**src/rtl/cfg_pkg.sv**
```systemverilog
// Shared types and default sizing for the scan-chain config loader.
// The readback pass is enabled by defining CFG_READBACK_EN.
package cfg_pkg;

  localparam int unsigned DEF_CHAIN_LEN = 96;
  localparam int unsigned DEF_WORD_W    = 8;

  typedef enum logic [1:0] {
    IDLE   = 2'd0,
    LOAD   = 2'd1,
    VERIFY = 2'd2,
    FINISH = 2'd3
  } cfg_state_e;

endpackage

```
**src/rtl/cfg_serializer.sv**
```systemverilog
// Word-to-bit serializer: one holding register, a bit-in-word index, and
// ready logic that refills on the final bit so words stream without bubbles.
module cfg_serializer
  import cfg_pkg::*;
#(
  parameter int unsigned WORD_W = DEF_WORD_W
) (
  input  logic              clk,
  input  logic              rst_n,
  input  logic              en_i,
  input  logic              flush_i,
  input  logic [WORD_W-1:0] word_data_i,
  input  logic              word_valid_i,
  output logic              word_ready_o,
  output logic              bit_valid_o,
  output logic              bit_o
);

  localparam int unsigned IDX_W = (WORD_W > 1) ? $clog2(WORD_W) : 1;

  logic [WORD_W-1:0] hold_q, hold_d;
  logic [IDX_W-1:0]  idx_q, idx_d;
  logic              full_q, full_d;
  logic              last_bit;
  logic              accept;

  assign last_bit     = full_q && (idx_q == IDX_W'(WORD_W - 1));
  assign word_ready_o = en_i && !flush_i && (!full_q || last_bit);
  assign accept       = word_ready_o && word_valid_i;
  assign bit_valid_o  = full_q;
  assign bit_o        = full_q & hold_q[0];

  // Flush wins over everything so a pass ends with the register empty.
  always_comb begin
    hold_d = hold_q;
    idx_d  = idx_q;
    full_d = full_q;
    if (flush_i || !en_i) begin
      hold_d = '0;
      idx_d  = '0;
      full_d = 1'b0;
    end else if (accept) begin
      hold_d = word_data_i;
      idx_d  = '0;
      full_d = 1'b1;
    end else if (full_q) begin
      hold_d = hold_q >> 1;
      idx_d  = idx_q + IDX_W'(1);
      if (last_bit) begin
        idx_d  = '0;
        full_d = 1'b0;
      end
    end
  end

  always_ff @(posedge clk or negedge rst_n) begin
    if (!rst_n) begin
      hold_q <= '0;
      idx_q  <= '0;
      full_q <= 1'b0;
    end else begin
      hold_q <= hold_d;
      idx_q  <= idx_d;
      full_q <= full_d;
    end
  end

endmodule

```
**src/rtl/cfg_chain_loader.sv**
```systemverilog
// Streams host config words bit-serially into a switch-box scan chain.
// Define CFG_READBACK_EN to add a second pass that checks so against si.
module cfg_chain_loader
  import cfg_pkg::*;
#(
  parameter int unsigned CHAIN_LEN = DEF_CHAIN_LEN,
  parameter int unsigned WORD_W    = DEF_WORD_W
) (
  input  logic              clk,
  input  logic              rst_n,
  input  logic              start,
  input  logic [WORD_W-1:0] word_data,
  input  logic              word_valid,
  output logic              word_ready,
  output logic              si,
  output logic              cfg_shift,
  input  logic              so,
  output logic              busy,
  output logic              done,
  output logic              err
);

  localparam int unsigned CNT_W = $clog2(CHAIN_LEN + 1);

  cfg_state_e       state_q;
  logic [CNT_W-1:0] shift_cnt_q;
  logic             busy_q;
  logic             done_q;
  logic             ser_en;
  logic             bit_valid;
  logic             bit_val;
  logic             last_chain_bit;

  assign ser_en         = (state_q == LOAD) || (state_q == VERIFY);
  assign last_chain_bit = bit_valid && (shift_cnt_q == CNT_W'(CHAIN_LEN - 1));

  cfg_serializer #(
    .WORD_W (WORD_W)
  ) u_ser (
    .clk          (clk),
    .rst_n        (rst_n),
    .en_i         (ser_en),
    .flush_i      (last_chain_bit),
    .word_data_i  (word_data),
    .word_valid_i (word_valid),
    .word_ready_o (word_ready),
    .bit_valid_o  (bit_valid),
    .bit_o        (bit_val)
  );

  assign cfg_shift = bit_valid;
  assign si        = bit_val;
  assign busy      = busy_q;
  assign done      = done_q;

`ifdef CFG_READBACK_EN
  logic err_q;
  assign err = err_q;
`else
  logic unused_so;
  assign unused_so = so;
  assign err       = 1'b0;
`endif

  // The final chain bit flushes the serializer, so leftover word bits never reach si.
  always_ff @(posedge clk or negedge rst_n) begin
    if (!rst_n) begin
      state_q     <= IDLE;
      shift_cnt_q <= '0;
      busy_q      <= 1'b0;
      done_q      <= 1'b0;
`ifdef CFG_READBACK_EN
      err_q       <= 1'b0;
`endif
    end else begin
      case (state_q)
        IDLE: begin
          if (start) begin
            state_q     <= LOAD;
            shift_cnt_q <= '0;
            busy_q      <= 1'b1;
`ifdef CFG_READBACK_EN
            err_q       <= 1'b0;
`endif
          end
        end
        LOAD: begin
          if (last_chain_bit) begin
            shift_cnt_q <= '0;
`ifdef CFG_READBACK_EN
            state_q     <= VERIFY;
`else
            state_q     <= FINISH;
            done_q      <= 1'b1;
`endif
          end else if (bit_valid) begin
            shift_cnt_q <= shift_cnt_q + CNT_W'(1);
          end
        end
`ifdef CFG_READBACK_EN
        VERIFY: begin
          if (bit_valid && (so != bit_val)) begin
            err_q <= 1'b1;
          end
          if (last_chain_bit) begin
            shift_cnt_q <= '0;
            state_q     <= FINISH;
            done_q      <= 1'b1;
          end else if (bit_valid) begin
            shift_cnt_q <= shift_cnt_q + CNT_W'(1);
          end
        end
`endif
        FINISH: begin
          state_q <= IDLE;
          done_q  <= 1'b0;
          busy_q  <= 1'b0;
        end
        default: begin
          state_q <= IDLE;
          done_q  <= 1'b0;
          busy_q  <= 1'b0;
        end
      endcase
    end
  end

endmodule
```
**config.mk**
```make
export PLATFORM = sky130hd
export DESIGN_NAME = cfg_chain_loader
export DESIGN_NICKNAME = d
export VERILOG_FILES = /design/src/rtl/cfg_pkg.sv /design/src/rtl/cfg_serializer.sv /design/src/rtl/cfg_chain_loader.sv
export SDC_FILE = /design/constraint.sdc
export NUM_CORES = 1
export LEC_CHECK = 0
export CAP_MARGIN = 30
export CORE_AREA = 2 2 58 60
export DETAILED_ROUTE_END_ITERATION = 8
export DIE_AREA = 0 0 60 62
export PLACE_DENSITY = 0.67
export SLEW_MARGIN = 20
export SYNTH_ARGS = -nofsm -noshare
export SYNTH_HDL_FRONTEND = slang
export SYNTH_SLANG_ARGS = --single-unit
```
**constraint.sdc**
```tcl
create_clock -name clk -period 3.1 [get_ports clk]
set_clock_uncertainty 0.15 [all_clocks]
set_input_delay 0.31 -clock clk [delete_from_list [all_inputs] [get_ports clk]]
set_output_delay 0.31 -clock clk [all_outputs]
set_load 0.05 [all_outputs]
```
==> results.py, run 1 <==
metrics = {
    "die": {
        "num_rows": 21,
        "die_x_um": 60,
        "chipHeight_um": 62,
        "io-pin-count": 19,
        "start_util": 0.428,
        "die-area_um2": 3720,
        "coreArea_um2": 3180,
    },
    "cts": {
        "clock_latency_ns": 0.31,
        "cts_root_buffer": "clkbuf_4",
        "htreeDepth": 1,
        "cts_setup_buffers": 0,
        "clk_pin_slew_ns": 0.13,
        "cts_max_path_buffers": 2,
        "holdBufCountCts": 0,
        "cts_buffers": 3,
        "cts_resized": 0,
        "cts_tree": "yes",
        "cts.sinks": 23,
    },
    "setup_path": {
        "critical_path.max_fanout": 5,
        "cp.arrival_ns": 2.32,
        "critPathRequiredTime_ns": 2.64,
        "max_stage_delay_ns": 0.81,
        "cp_num_buf_inv": 1,
        "worstSetupPathType": "register to output port",
        "start_kind": "register",
        "end_kind": "output port",
        "path_delay_family": "buffers and inverters",
        "crit_chain": "ha_1, and4_4, nand4b_4, nand2_1, nor2_1, clkdlybuf4s50_1",
        "rrSetupSlack_ns": 1.21,
        "slowest_stage": "clkdlybuf4s50_1",
    },
    "detailed_routing": {
        "avgRoutedWirePerCell_um": 14.2,
        "vias": 1137,
        "drt_iter0_drc": 109,
        "wl_mm": 2.91,
        "viasPerCell": 5.55,
        "drtAntennaViolNets": 0,
        "dr.pass1.iters": 5,
        "remaining_drc_errors": 0,
    },
    "timing": {
        "hold_viol_final": 0,
        "fin_crit_ns": 2.78,
        "setup_viol": 0,
        "rsz0062_at_grt": "false",
        "fin_ws_ns": 0.319,
        "finalSetupTns_ns": 0,
        "finalMaxSlewViolations": 0,
        "period_share": 0.897,
        "fmax_ghz": 0.360,
    },
    "grt": {
        "grt_pass1_wl_mm": 5.13,
        "grt_pass1_vias": 1135,
        "grt_max_degree": 24,
        "gr-total-overflow": 0,
        "antenna_found_initial": 0,
        "grtUsageTotal": 0.182,
    },
    "run_status": {
        "outcome": "finished clean",
    },
    "cells_and_area": {
        "nNetsFinal": 178,
        "syn_to_final_growth_pct": 15.5,
        "drive_above_1_share": 0.0881,
        "n_antenna_cell": 0,
    },
    "synthesis": {
        "ys_async_sr_fraction": 1.00,
        "synth-edff-count": 0,
        "synth_cell_types": 36,
        "yosysTopAreaCellShare": 0.423,
        "post-synth-top-area-cell": "dfrtp_1",
        "synthTopCellsByArea": "dfrtp_1 (42%), a31oi_1 (6.4%), nand3_1 (5.9%)",
        "synth_top_flop_cell": "dfrtp_1",
        "syn-cell-area_um2": 1360,
        "yosysWarnings": 0,
        "ys_ff_latch": 23,
        "postSynthAreaPerCell_um2": 9.38,
        "synth_fp_nets": 163,
        "netlist_instances": 145,
        "yosysSeqAreaShare": 0.423,
    },
    "run": {
        "drv_cap": 0,
    },
    "placement": {
        "gp_congestion": 0.834,
        "place_ws_ns": 0.667,
        "portBuffers": 16,
        "hpwl_mm": 2.12,
    },
    "pwr": {
        "peakVddDrop_mv": 0.573,
        "p_per_area_nw_per_um2": 826,
        "leakage_nw": 0.702,
        "p_seq_frac": 0.385,
        "pwr-share-clk": 0.110,
        "p_int_w": 0.000701,
        "comb_power_share": 0.505,
        "swShare": 0.460,
        "p_switching_w": 0.000597,
    },
    "hold_path": {
        "hold_class": "input pin to asynchronous set/reset pin",
    },
}
## placed cells by master (no fill, tap or decap), types with 2 or more instances in the layout
master and n:
nor3b_1 8, nand4b_4 2, a21o_1 2, nor2b_1 2, clkdlybuf4s50_1 16, o22a_1 2
nand3_1 16, dfrtp_1 23, a31oi_1 14, nand2_1 11, buf_4 3, mux2i_1 4
a21oi_1 4, ha_1 5, inv_1 3, clkbuf_4 3, nand4_1 2, o21ai_0 6
nor2_1 17
## registers in the layout, indices dropped and copies added, names as in the netlist
name / cells
busy: 1
done: 1
shift_cnt_q: 7
state_q: 2
u_ser.bit_valid_o: 1
u_ser.hold_q: 8
u_ser.idx_q: 3
## area by class of cell
class                      count  area, um^2
fill                         330        1610
multi-input combinational    109         714
sequential                    23         576
clock buffer                   4        26.3
tap                           46        57.6
timing repair buffer          19         183
inverter                       4        15.0
## kinds of logic after synthesis
| family | count (synthesis) | share of synthesized area |
|---|---|---|
| buffers and inverters | 13 | 0.0515 |
| adders and majority gates | 5 | 0.0460 |
| and+or+nand+nor | 65 | 0.279 |
| DFF | 23 | 0.423 |
| other | 1 | 0.00276 |
| AOI/OAI and AO/OA | 34 | 0.168 |
| muxes | 4 | 0.0294 |
## power by group through the flow
stage / Clock, W / Sequential, W / Combinational (W)
after floorplan: 0 / 0.000514 / 0.000478
after global placement: 0 / 0.000498 / 0.000637
after detailed placement: 0 / 0.000503 / 0.000657
after CTS: 0.000147 / 0.000498 / 0.000660
after global routing: 0.000158 / 0.000516 / 0.000730
final: 0.000143 / 0.000500 / 0.000656
## layer usage
metal  share of wire  global-route usage
met5               0                   0
met4          0.0048              0.0317
met3           0.041              0.0455
met2            0.50               0.315
met1            0.45               0.235
## worst paths after layout
| kind | startpoint | endpoint | cells after the start |
|---|---|---|---|
| max | shift_cnt_q[0] | word_ready | 6 |
| min in group clk | state_q[1] | state_q[1] | 1 |
| min | rst_n | u_ser.idx_q[2] | 2 |
| max reg2reg | state_q[1] | shift_cnt_q[5] | 6 |
| max in group asynchronous | rst_n | shift_cnt_q[5] | 2 |
| min reg2reg | state_q[1] | state_q[1] | 1 |
## per-stage QoR
| stage | total power [W] | instances | instance area, um^2 | util | hold WS [ns] |
|---|---|---|---|---|---|
| floorplan | 0.000992 | 145 | 1360 | - | -0.136 |
| global placement | 0.00113 | 201 | 1550 | 0.486 | 0.322 |
| detailed placement | 0.00116 | 201 | 1550 | 0.486 | 0.338 |
| CTS | 0.00130 | 205 | 1570 | 0.494 | 0.187 |
| global route | 0.00140 | 205 | 1570 | 0.494 | 0.187 |
| finish | 0.00130 | 205 | 1570 | 0.494 | 0.180 |
## synthesized netlist by cell type, types with 2 or more instances
cell	number
buf_2	4
nor2_1	17
mux2i_1	4
nand4_1	2
ha_1	5
a21oi_1	4
nand4b_4	2
nand3_1	16
a31oi_1	14
nand2_1	11
a21o_1	2
dfrtp_1	23
nor3b_1	8
o22a_1	2
nor2b_1	2
o21ai_0	6
buf_4	2
inv_1	3
Power figures use the tool's default switching activity.
==> run 2: changes to the inputs <==
--- a/config.mk
+++ b/config.mk
@@ -7,6 +7,7 @@
 export LEC_CHECK = 0
 export CAP_MARGIN = 30
 export CORE_AREA = 2 2 58 60
+export CTS_CLUSTER_SIZE = 24
 export DETAILED_ROUTE_END_ITERATION = 8
 export DIE_AREA = 0 0 60 62
 export PLACE_DENSITY = 0.67
==> results of run 2 <==
Same layout as run 1: the final DEF is identical, and so are final timing and power.
